File: config.mk
export PLATFORM = sky130hd
export DESIGN_NAME = cache_rd_arbiter
export DESIGN_NICKNAME = d
export VERILOG_FILES = /design/src/rtl/cache_rd_arbiter.sv
export SDC_FILE = /design/constraint.sdc
export NUM_CORES = 1
export LEC_CHECK = 0
export CAP_MARGIN = 5
export CORE_UTILIZATION = 26
export CTS_BUF_LIST = sky130_fd_sc_hd__clkbuf_16
export DETAILED_ROUTE_END_ITERATION = 10
export DONT_BUFFER_PORTS = 1
export GPL_TIMING_DRIVEN = 1
export PLACE_DENSITY = 0.4
export SYNTH_ARGS = -nofsm -noshare
export SYNTH_HDL_FRONTEND = slang
export SYNTH_SLANG_ARGS = --single-unit
File: constraint.sdc
create_clock -name clk -period 1.5 [get_ports clk]
set_input_delay 0.3 -clock clk [delete_from_list [all_inputs] [get_ports clk]]
set_output_delay 0.3 -clock clk [all_outputs]
set_load 0.01 [all_outputs]
File: src/rtl/cache_rd_arbiter.sv
// cache_rd_arbiter
//   Shares one AXI-style read channel between the ICache refill path and the
//   DCache refill/uncached-load path. Only one burst is in flight at a time:
//   pick a requester, issue AR, steer R beats to the owner, count beats, release.
//   DCache wins ties by default because its latency stalls the MEM stage.
//
// Build option:
//   ARB_RR_EN  defined   -> round-robin on simultaneous requests (last_grant reg,
//                           reset to ICache)
//              undefined -> fixed DCache priority
//
// Ports:
//   clk, reset                 clock, synchronous active-high reset
//   ic_rd_req/addr/len/ack     ICache request side (req held until ack)
//   ic_ret_valid/last/data     ICache return beats
//   dc_rd_req/addr/len/ack     DCache request side (req held until ack)
//   dc_ret_valid/last/data     DCache return beats
//   arvalid/arready/araddr/arlen/arsize/arburst/arid   AXI AR channel
//   rvalid/rready/rdata/rlast  AXI R channel (rid ignored, owner tracked here)
//   rd_err                     one-cycle pulse on beat count / rlast mismatch
module cache_rd_arbiter #(
  parameter int         ADDR_W = 32,
  parameter int         DATA_W = 32,
  parameter logic [3:0] IC_ID  = 4'd0,
  parameter logic [3:0] DC_ID  = 4'd1
) (
  input  logic              clk,
  input  logic              reset,
  input  logic              ic_rd_req,
  input  logic [ADDR_W-1:0] ic_rd_addr,
  input  logic [7:0]        ic_rd_len,
  output logic              ic_rd_ack,
  output logic              ic_ret_valid,
  output logic              ic_ret_last,
  output logic [DATA_W-1:0] ic_ret_data,
  input  logic              dc_rd_req,
  input  logic [ADDR_W-1:0] dc_rd_addr,
  input  logic [7:0]        dc_rd_len,
  output logic              dc_rd_ack,
  output logic              dc_ret_valid,
  output logic              dc_ret_last,
  output logic [DATA_W-1:0] dc_ret_data,
  output logic              arvalid,
  input  logic              arready,
  output logic [ADDR_W-1:0] araddr,
  output logic [7:0]        arlen,
  output logic [2:0]        arsize,
  output logic [1:0]        arburst,
  output logic [3:0]        arid,
  input  logic              rvalid,
  output logic              rready,
  input  logic [DATA_W-1:0] rdata,
  input  logic              rlast,
  output logic              rd_err
);

  typedef enum logic [1:0] {S_IDLE, S_AR, S_R} state_t;

  state_t            r_state, w_state_nxt;
  logic              r_own_dc;
  logic [ADDR_W-1:0] r_araddr;
  logic [7:0]        r_arlen;
  logic [3:0]        r_arid;
  logic [7:0]        r_cnt;

  logic w_any_req, w_pick_dc, w_prio_dc;
  logic w_ar_hs, w_beat, w_done, w_len_hit;

  assign w_any_req = ic_rd_req | dc_rd_req;
  assign w_ar_hs   = (r_state == S_AR) && arready;
  assign w_beat    = (r_state == S_R) && rvalid;
  assign w_done    = w_beat && rlast;
  // Compared before the increment, so len=255 reaches 255 on its last beat
  // without wrapping.
  assign w_len_hit = (r_cnt == r_arlen);

`ifdef ARB_RR_EN
  // 1 = DCache owned the most recent completed burst.
  logic r_last_dc;
  always_ff @(posedge clk) begin
    if (reset)       r_last_dc <= 1'b0;
    else if (w_done) r_last_dc <= r_own_dc;
  end
  assign w_prio_dc = ~r_last_dc;
`else
  assign w_prio_dc = 1'b1;
`endif

  // Tie-break only matters when both request in the same IDLE cycle.
  assign w_pick_dc = dc_rd_req && (!ic_rd_req || w_prio_dc);

  always_ff @(posedge clk) begin
    if (reset) begin
      r_state  <= S_IDLE;
      r_own_dc <= 1'b0;
      r_araddr <= '0;
      r_arlen  <= '0;
      r_arid   <= '0;
      r_cnt    <= '0;
    end else begin
      r_state <= w_state_nxt;
      if (r_state == S_IDLE && w_any_req) begin
        r_own_dc <= w_pick_dc;
        r_araddr <= w_pick_dc ? dc_rd_addr : ic_rd_addr;
        r_arlen  <= w_pick_dc ? dc_rd_len  : ic_rd_len;
        r_arid   <= w_pick_dc ? DC_ID      : IC_ID;
      end
      if (w_ar_hs)     r_cnt <= '0;
      else if (w_beat) r_cnt <= r_cnt + 8'd1;
    end
  end

  always_comb begin
    w_state_nxt = r_state;
    arvalid     = 1'b0;
    rready      = 1'b0;
    ic_rd_ack   = 1'b0;
    dc_rd_ack   = 1'b0;
    unique case (r_state)
      S_IDLE: if (w_any_req) w_state_nxt = S_AR;
      S_AR: begin
        arvalid = 1'b1;
        if (arready) begin
          ic_rd_ack   = ~r_own_dc;
          dc_rd_ack   = r_own_dc;
          w_state_nxt = S_R;
        end
      end
      S_R: begin
        rready = 1'b1;
        if (rvalid && rlast) w_state_nxt = S_IDLE;
      end
      default: w_state_nxt = S_IDLE;
    endcase
  end

  // Return path is purely combinational: zero added latency to the owner.
  assign ic_ret_valid = w_beat && !r_own_dc;
  assign ic_ret_last  = w_beat && !r_own_dc && rlast;
  assign ic_ret_data  = rdata;
  assign dc_ret_valid = w_beat && r_own_dc;
  assign dc_ret_last  = w_beat && r_own_dc && rlast;
  assign dc_ret_data  = rdata;

  // Early rlast or missing rlast at the expected final beat; the burst still
  // ends only on rlast.
  assign rd_err = w_beat && (rlast != w_len_hit);

  assign araddr  = r_araddr;
  assign arlen   = r_arlen;
  assign arid    = r_arid;
  assign arsize  = 3'b010;
  assign arburst = 2'b01;

endmodule

==> impl_results.md, run 1 <==
- Cell Area, Placed: 0.00291 sq mm
- Asr flop ratio synth: 0
- Avg Cell Area, Syn: 9.62 sq um
- Critical Path Start Type: flip-flop
- RD Place Congestion: 0.693
- Fin. Hold Viols: 0
- # diodes: 0
- CTS buffer count: 5
- Count leader, synth: buf_4
- Root Buffer: clkbuf_16
- Post-DR vias/cell: 4.52
- Fin Setup TNS: -268 ps
- Run status: finished, violations left
- Pin count of the biggest net entering global routing: 45
- Final net count: 396
- Design Area, Final: 0.00315 sq mm
- Port bufs: 0
- Total wire length: 6.75 mm
- Period utilization: 1.18
- Vias: 1914
- Most instantiated cells after synthesis: 77 x buf_4, 51 x dfxtp_1, 51 x nor2_1
- GRT Residual Overflow: 0
- R2r setup slk: 140 ps
- H-tree Lvls: 2
- Die height: 113 microns
- PwrDens: 1090 mW/mm^2
- Post-synth top area cell: dfxtp_1
- Total GRT Usage: 0.109
- Final min period: 1770 ps
- Sw power: 0.992 mW
- Bufs on Longest Clock Path: 2
- Worst min-delay path startpoint: reset
- Leak: 1.22 nW
- FF-to-FF End: araddr[21]
- Final core utilization: 0.263
- Layout cells sized above 1: 0.348
- Pint: 2.43 mW
- Unrepaired setup endpoints after global routing: yes
- Worst-Skew Late Latency: 290 ps
- Max Slew Vio Count: 0
- CP endpoint: rd_err
- Synth-to-Final Area Change: -1.22%
- Sequential Power Share: 0.484
- CTS Hold Bufs: 0
- Avg WL per Cell: 16.0 microns
- YS warnings: 0
- Worst Setup SP: r_cnt[4]
- Reg2reg start: r_state[1]
- Synth Cell Area: 0.00318 sq mm
- Total of max-cap violations: 0
- Final setup viols: 1
- Sw frac: 0.290
- Row cnt: 40
- Combinational power share: 0.197
- Clock sink total: 51
- Global-route wire length before repair: 10.4 mm
- DIE AREA: 0.0127 sq mm
- Max Freq: 565 MHz
- Clock slew at reported path FFs: 70 ps
- Antenna violations before repair: 0
- Violated checks: negative setup slack
- Post-synth top flop: dfxtp_1
- Final WS setup: -268 ps
- Critical path arrival: 1470 ps
- Hold WS: 64.2 ps
- First-pass iteration count of the detailed router: 4
- Starting density of the core: 0.266
- Yosys reg bits: 51
- CP max FO: 2
- Vias in the first global route: 1896
- Core ar.: 0.0120 sq mm
- Die Wd: 113 microns
- Synth unique cells: 33
- Post-DP HPWL: 4.98 mm
- Worst hold path type: in2reg
- Register area share after synthesis: 0.321
- CP Data Required Time: 1200 ps
- Antenna Nets Post-Route: 0
- DRT iter0 DRCs: 56
- DRC viols: 0
- CTS tree: built
- Area contributors post-synth: dfxtp_1 32%, buf_4 18%, a211oi_2 16%
- Post-synth EDFFs: 0
- Clk pwr share: 0.319
- R2R depth: 5
- Endpoint class of the critical path: output pin
- Skew final: 4.21 ps
- Mapped Cells: 331
- I/O pins: 241
- Peak supply drop: 402 uV
- Top cell type's share of synthesized area: 0.321
- Crit Path Class: reg2out
-- cells by family (layout without fill, tap and decap cells) --
kind of cell | after synthesis | count (layout) | share of synthesized area
adder cells (fa/ha/maj) | 1 | 1 | 0.00393
AND/OR/NAND/NOR | 79 | 79 | 0.116
buffers and inverters | 96 | 35 | 0.219
AO/OA/AOI/OAI | 47 | 47 | 0.171
multiplexers | 40 | 40 | 0.126
flip-flops | 51 | 51 | 0.321
other | 2 | 8 | 0.00236
XOR/XNOR | 15 | 15 | 0.0413
-- layout make-up --
cell class                 instances  area (sq um)
clock buffer                       5           125
multi-input combinational        190          1550
inverter                           1          3.75
sequential                        51          1040
clock inverter                     2          8.76
timing repair buffer              27           240
tap                              147           184
fill                            1266          8820
-- power groups by stage --
stage / clock network [mW] / registers (mW) / logic [mW]
2_1_floorplan: 0 / 1.66 / 0.760
3_3_place_gp: 0 / 1.68 / 0.659
3_5_place_dp: 0 / 1.68 / 0.666
4_1_cts: 1.15 / 1.65 / 0.682
5_1_grt: 1.20 / 1.67 / 0.752
6_report: 1.09 / 1.65 / 0.674
-- per-layer routing --
layer / part of all wire / GRT usage / vias up
met3: 0.098 / 0.0432 / 19
li1: - / - / 941
met4: 0.018 / 0.0453 / 0
met2: 0.47 / 0.178 / 92
met5: 0 / 0 / -
met1: 0.42 / 0.128 / 862
-- worst min path at each step --
stage / endpoint / slack [ps] / cells after the start
2_1_floorplan: r_state[0] / 420 / 1
3_3_place_gp: araddr[9] / 370 / 1
3_5_place_dp: araddr[8] / 370 / 1
4_1_cts: arlen[2] / 50 / 1
5_1_grt: araddr[8] / 50 / 1
6_report: araddr[31] / 60 / 1
-- state kept, by name, summed over array words and instances (netlist names) --
signal,count
araddr,32
arlen,8
r_cnt,8
r_own_dc,1
r_state,2
-- worst max-delay path, cell delays in order, from the launching register on --
cell and delay [ps]:
dfxtp_1 370, xnor2_2 110, nand4_1 160, or3_1 350, a21oi_2 190
-- metrics by stage --
step | setup WS [ps] | power [mW] | instances
finish | -268 | 3.42 | 423
global route | -393 | 3.62 | 423
CTS | -286 | 3.48 | 420
detailed placement | -0.307 | 2.34 | 411
global placement | -6.07 | 2.34 | 411
floorplan | 1.46 | 2.42 | 337
-- placed cells by master, fill, tap and decap left out, types with 2 or more instances in the layout --
cell,count
a211oi_2,40
a21oi_1,2
and3_1,2
buf_12,3
buf_4,24
clkbuf_16,5
conb_1,8
dfxtp_1,42
dfxtp_2,7
dfxtp_4,2
mux2i_1,40
nand2_1,6
nand4_1,5
nor2_1,49
nor2_2,2
nor3_1,2
xnor2_1,9
xnor2_2,3
xor2_1,3
-- what timing repair did --
item,in CTS,in global routing
setup buffers,2,3
gates resized for setup,17,5
setup endpoints to repair,8,3
pin swaps,4,2
endpoints found under the hold margin,0,0
Note: power is estimated with default switching activity, not from simulation.
==> run 2, diff against run 1 <==
==> constraint.sdc (replaced) <==
create_clock -name clk -period 2 [get_ports clk]
set_input_delay 0.4 -clock clk [delete_from_list [all_inputs] [get_ports clk]]
set_output_delay 0.4 -clock clk [all_outputs]
set_load 0.01 [all_outputs]
==> run 2 against run 1 <==
The flow now finishes without violations; clock skew rose by 3.4 ps; worst hold slack better by 100 ps; utilization fell by 1.4 points.
==> impl_results.md, run 2 (synthesis results as in run 1) <==
- DRC viols: 0 (unchanged)
- CP max FO: 3 (+1)
- Total of max-cap violations: 0 (unchanged)
- Vias: 1869 (-2.4%)
- CTS Hold Bufs: 0 (unchanged)
- Starting density of the core: 0.266 (unchanged)
- Vias in the first global route: 1796 (-5.3%)
- Core ar.: 0.0120 sq mm (unchanged)
- Die Wd: 113 microns (unchanged)
- Finished Layout Cells: 409 (-3.3%)
- Skew final: 7.62 ps (+3.42 ps)
- # diodes: 0 (unchanged)
- Fin Setup TNS: 0 ps (+268 ps)
- Max FFs per register: 32 (unchanged)
- DRT iter0 DRCs: 39 (-30%)
- Antenna Nets Post-Route: 0 (unchanged)
- Total Power: 2.53 mW (-26%)
- Fin. Hold Viols: 0 (unchanged)
- Worst-Skew Late Latency: 290 ps (about the same)
- Avg WL per Cell: 16.2 microns (+1.4%)
- Bufs on Longest Clock Path: 2 (unchanged)
- Endpoint class of the critical path: output pin
- Hold WS: 164 ps (+100 ps)
- CP endpoint: rd_err
- Pin count of the biggest net entering global routing: 45 (unchanged)
- Total GRT Usage: 0.102 (-0.00701)
- CP peak stage delay: 400 ps (+30 ps)
- Layout cells sized above 1: 0.271 (-0.0768)
- Global-route wire length before repair: 9.84 mm (-5.8%)
- GRT Residual Overflow: 0 (unchanged)
- Leak: 1.13 nW (-7.2%)
- Crit Path Class: reg2out
- PwrDens: 849 mW/mm^2 (-22%)
- Peak supply drop: 268 uV (-33%)
- Total wire length: 6.62 mm (-1.9%)
- Reg2reg start: r_state[1]
- Final setup viols: 0 (-1)
- Worst Setup SP: arlen[5]
- Final min period: 1920 ps
- Unrepaired setup endpoints after global routing: no
- Period utilization: 0.960
- First-pass iteration count of the detailed router: 4 (unchanged)
- Dpl ws: 260 ps (+260 ps)
- Die height: 113 microns (unchanged)
- RD Place Congestion: 0.655 (-5.5%)
- I/O pins: 241 (unchanged)
- Design Area, Final: 0.00298 sq mm (-5.3%)
- Buf/Inv on CP: 0 (unchanged)
- Final net count: 382 (-3.5%)
- CP Data Required Time: 1600 ps (+400 ps)
- DIE AREA: 0.0127 sq mm (unchanged)
- Root Buffer: clkbuf_16
- CTS tree: built
- R2R depth: 5 (unchanged)
- Final core utilization: 0.249 (-0.0138)
- Run status: finished, final reports clean
- R2r setup slk: 480 ps (+340 ps)
- Clock sink total: 51 (unchanged)
- WP depth: 4 (unchanged)
- Synth-to-Final Area Change: -6.40%
- Crit path max-delay cell type: dfxtp_2
- Max Freq: 521 MHz
- CTS buffer count: 5 (unchanged)
- Post-DR vias/cell: 4.57 (+0.99%)
- Cell Area, Placed: 0.00282 sq mm (-3.1%)
- Row cnt: 40 (unchanged)
- Commonest non-fill, non-tap cell in the layout: nor2_1
- Clock slew at reported path FFs: 70 ps (about the same)
- Leading cell types in the layout, fill and taps excluded: 51 x nor2_1, 45 x dfxtp_1, 40 x mux2i_1, 40 x a211oi_2
- Port bufs: 0 (unchanged)
- Antenna violations before repair: 0 (unchanged)
- Worst hold path type: in2reg
- Max Slew Vio Count: 0 (unchanged)
- Post-DP HPWL: 4.86 mm (-2.4%)
- Top Family by Delay on Critical Path: simple AND/OR/NAND/NOR gates
- Critical Path Start Type: flip-flop
- Worst-path cell chain: xnor2_2 -> nand4_1 -> or3_1 -> a21oi_2
- Critical path arrival: 1520 ps (+50 ps)
- Post-Place Cells: 401 (-2.4%)
- H-tree Lvls: 2 (unchanged)
- Final WS setup: 80.2 ps (+349 ps)
- FF-to-FF End: araddr[18]
[run 2: cell count changes in the layout (fill, tap and decap cells not counted), sizes merged]
cell	delta
buf	-14
[run 2: worst min path at each step]
stage	start	to	slack, ps	depth (start not counted)
detailed placement	reset	araddr[15]	470	1
global route	reset	araddr[15]	150	1
finish	reset	araddr[15]	160	1
global placement	reset	araddr[15]	470	1
floorplan	r_cnt[1]	r_cnt[1]	490	2
CTS	reset	araddr[15]	150	1
[run 2: layout make-up]
type | count | area [sq um]
Clock inverter | 2 | 8.76
Multi-Input combinational cell | 190 | 1510
Sequential cell | 51 | 1030
Fill cell | 1257 | 8980
Timing Repair Buffer | 13 | 123
Clock buffer | 5 | 125
Inverter | 1 | 3.75
Tap cell | 147 | 184
[run 2: repair_timing]
| action | in CTS | in global routing |
|---|---|---|
| gates resized for setup | 2 | 6 |
| pin swaps | 0 | 1 |
| buffers inserted | 0 | 1 |
| endpoints found under the setup margin | 1 | 1 |
[run 2: power by group]
group          leakage (nW)  internal, mW  switching [mW]
clock                0.0671         0.451           0.366
sequential            0.425          1.12           0.118
combinational         0.642         0.224           0.251
[run 2: metal layers]
metal	part of all wire	up-vias	global-route usage	wire length, microns
met5	0	-	0	0
met4	0.023	0	0.0507	152
met3	0.12	24	0.0400	767
met2	0.44	99	0.160	2940
met1	0.42	838	0.122	2760
li1	-	908	-	-
==> run 3, diff against run 2 <==
--- a/config.mk
+++ b/config.mk
@@ -11,7 +11,8 @@
 export DETAILED_ROUTE_END_ITERATION = 10
 export DONT_BUFFER_PORTS = 1
 export GPL_TIMING_DRIVEN = 1
-export PLACE_DENSITY = 0.4
+export PLACE_DENSITY = 0.42
+export SKIP_CTS_REPAIR_TIMING = 1
 export SYNTH_ARGS = -nofsm -noshare
 export SYNTH_HDL_FRONTEND = slang
 export SYNTH_SLANG_ARGS = --single-unit
==> constraint.sdc (replaced) <==
create_clock -name clk -period 1.6 [get_ports clk]
set_input_delay 0.32 -clock clk [delete_from_list [all_inputs] [get_ports clk]]
set_output_delay 0.32 -clock clk [all_outputs]
set_load 0.01 [all_outputs]
==> run 3 against run 2 <==
The run now ends with negative setup slack left; worst setup slack lost 360 ps; critical path depth grew 1; utilization grew 1.0 points; non-clock buffer count grew 12; routed wire length shrank 2.6%; count of clock-buffer cells in the layout is the same; clock power grew 25%; design area grew 4.1%; critical path type unchanged.
==> impl_results.md, run 3 (synthesis results as in run 1) <==
- Post-DR vias/cell: 4.56 (-0.30%)
- DRC viols: 0 (unchanged)
- H-tree Lvls: 2 (unchanged)
- RD Place Congestion: 0.711 (+8.5%)
- Pin count of the biggest net entering global routing: 45 (unchanged)
- Critical path arrival: 1560 ps (+40 ps)
- CP max FO: 2 (-1)
- DIE AREA: 0.0127 sq mm (unchanged)
- Worst hold path type: in2reg
- Vias: 1918 (+2.6%)
- Final setup viols: 1 (+1)
- Starting density of the core: 0.266 (unchanged)
- Hold WS: 84.7 ps (-79.6 ps)
- GRT Residual Overflow: 0 (unchanged)
- GRT met3 Usage: 0.0481 (+0.00810)
- Die height: 113 microns (unchanged)
- Antenna Nets Post-Route: 0 (unchanged)
- Leading cell types in the layout, fill and taps excluded: 51 x nor2_1, 47 x dfxtp_1, 40 x mux2i_1, 40 x a211oi_2, 22 x buf_4
- # fillers: 1244 (-1.0%)
- CTS tree: built
- Peak supply drop: 376 uV (+40%)
- Total of max-cap violations: 0 (unchanged)
- Port bufs: 0 (unchanged)
- CP Data Required Time: 1280 ps (-320 ps)
- Global route hottest layer: met2
- Met2 usage: 0.161 (+0.00123)
- Final min period: 1880 ps
- Total wire length: 6.45 mm (-2.6%)
- Period utilization: 1.17
- Total GRT Usage: 0.101 (-0.00139)
- FF/Latch Area: 0.00103 sq mm (+0.24%)
- Root Buffer: clkbuf_16
- Avg WL per Cell: 15.3 microns (-5.3%)
- Fin. Hold Viols: 0 (unchanged)
- Dpl ws: -34.8 ps (-294 ps)
- Leak: 1.21 nW (+6.6%)
- Post-DP HPWL: 4.70 mm (-3.3%)
- Max Freq: 533 MHz
- Synth-to-Final Area Change: -2.59%
- Max Slew Vio Count: 0 (unchanged)
- Layout cells sized above 1: 0.307 (+0.0356)
- Clock sink total: 51 (unchanged)
- Endpoint class of the critical path: output pin
- Global-route wire length before repair: 9.83 mm (-0.14%)
- Vias in the first global route: 1870 (+4.1%)
- Row cnt: 40 (unchanged)
- Final WS setup: -277 ps (-357 ps)
- Crit Path Class: reg2out
- Max FFs per register: 32 (unchanged)
- CTS buffer count: 5 (unchanged)
- Critical Path Start Type: flip-flop
- Met1 usage: 0.113 (-0.00897)
- Worst-Skew Late Latency: 290 ps (about the same)
- I/O pins: 241 (unchanged)
- # diodes: 0 (unchanged)
- First-pass iteration count of the detailed router: 4 (unchanged)
- DRT iter0 DRCs: 33 (-15%)
- Area of the multi-input gates: 0.00152 sq mm (+1.1%)
- Run status: finished, violations left
- Core ar.: 0.0120 sq mm (unchanged)
- PwrDens: 1020 mW/mm^2 (+21%)
- Skew final: 5.00 ps (-2.63 ps)
- Clock slew at reported path FFs: 70 ps (about the same)
- Antenna violations before repair: 0 (unchanged)
- Commonest non-fill, non-tap cell in the layout: nor2_1
- Bufs on Longest Clock Path: 2 (unchanged)
- Unrepaired setup endpoints after global routing: yes
- Die Wd: 113 microns (unchanged)
- Final net count: 394 (+3.1%)
- Violated checks: negative setup slack
[run 3: cell types whose count changed in the layout (fill, tap and decap cells not counted), sizes merged]
cell,change
buf,+12
[run 3: final timing paths]
path              slack [ps]        from    endpoint  cells past startpoint
setup / recovery        -280    arlen[2]      rd_err                      5
hold / removal            80       reset  araddr[23]                      1
setup reg to reg         260  r_state[1]  araddr[13]                      5
hold reg to reg          510  r_state[0]  r_state[0]                      1
[run 3: critical path: stages, from the launching register on]
cell and delay [ps]:
dfxtp_1 380, xnor2_2 130, nand4_1 110, or3_1 370, a21oi_2 150, buf_4 140
[run 3: area by class of cell]
type                            instances  area share
Clock buffer                            5      0.0403
Clock inverter                          2     0.00282
Inverter                                1     0.00121
Multi-Input combinational cell        190       0.491
Sequential cell                        51       0.332
Tap cell                              147      0.0593
Timing Repair Buffer                   25      0.0726
[run 3: through the flow]
step                cell area, sq um  utilization  total power, mW  setup TNS [ps]  std cells
finish                          3100        0.259             3.18            -277        421
global route                    3100        0.259             3.37            -433        421
CTS                             3050        0.255             3.24            -731        419
detailed placement              2920        0.244             2.18           -34.8        412
global placement                2920        0.244             2.18           -68.1        412
floorplan                       3210            -             2.27               0        337
[run 3: metal layers]
metal,vias to the layer above,share of wire
met3,17,0.12
met1,875,0.41
li1,933,-
met2,93,0.46
met4,0,0.019
met5,-,0
[run 3: report_power, final]
part | switching [mW] | total, mW | leakage, nW | internal [mW]
registers | 0.143 | 1.54 | 0.424 | 1.40
logic | 0.315 | 0.612 | 0.718 | 0.298
clock network | 0.459 | 1.02 | 0.0671 | 0.564
total | 0.916 | 3.18 | 1.21 | 2.26
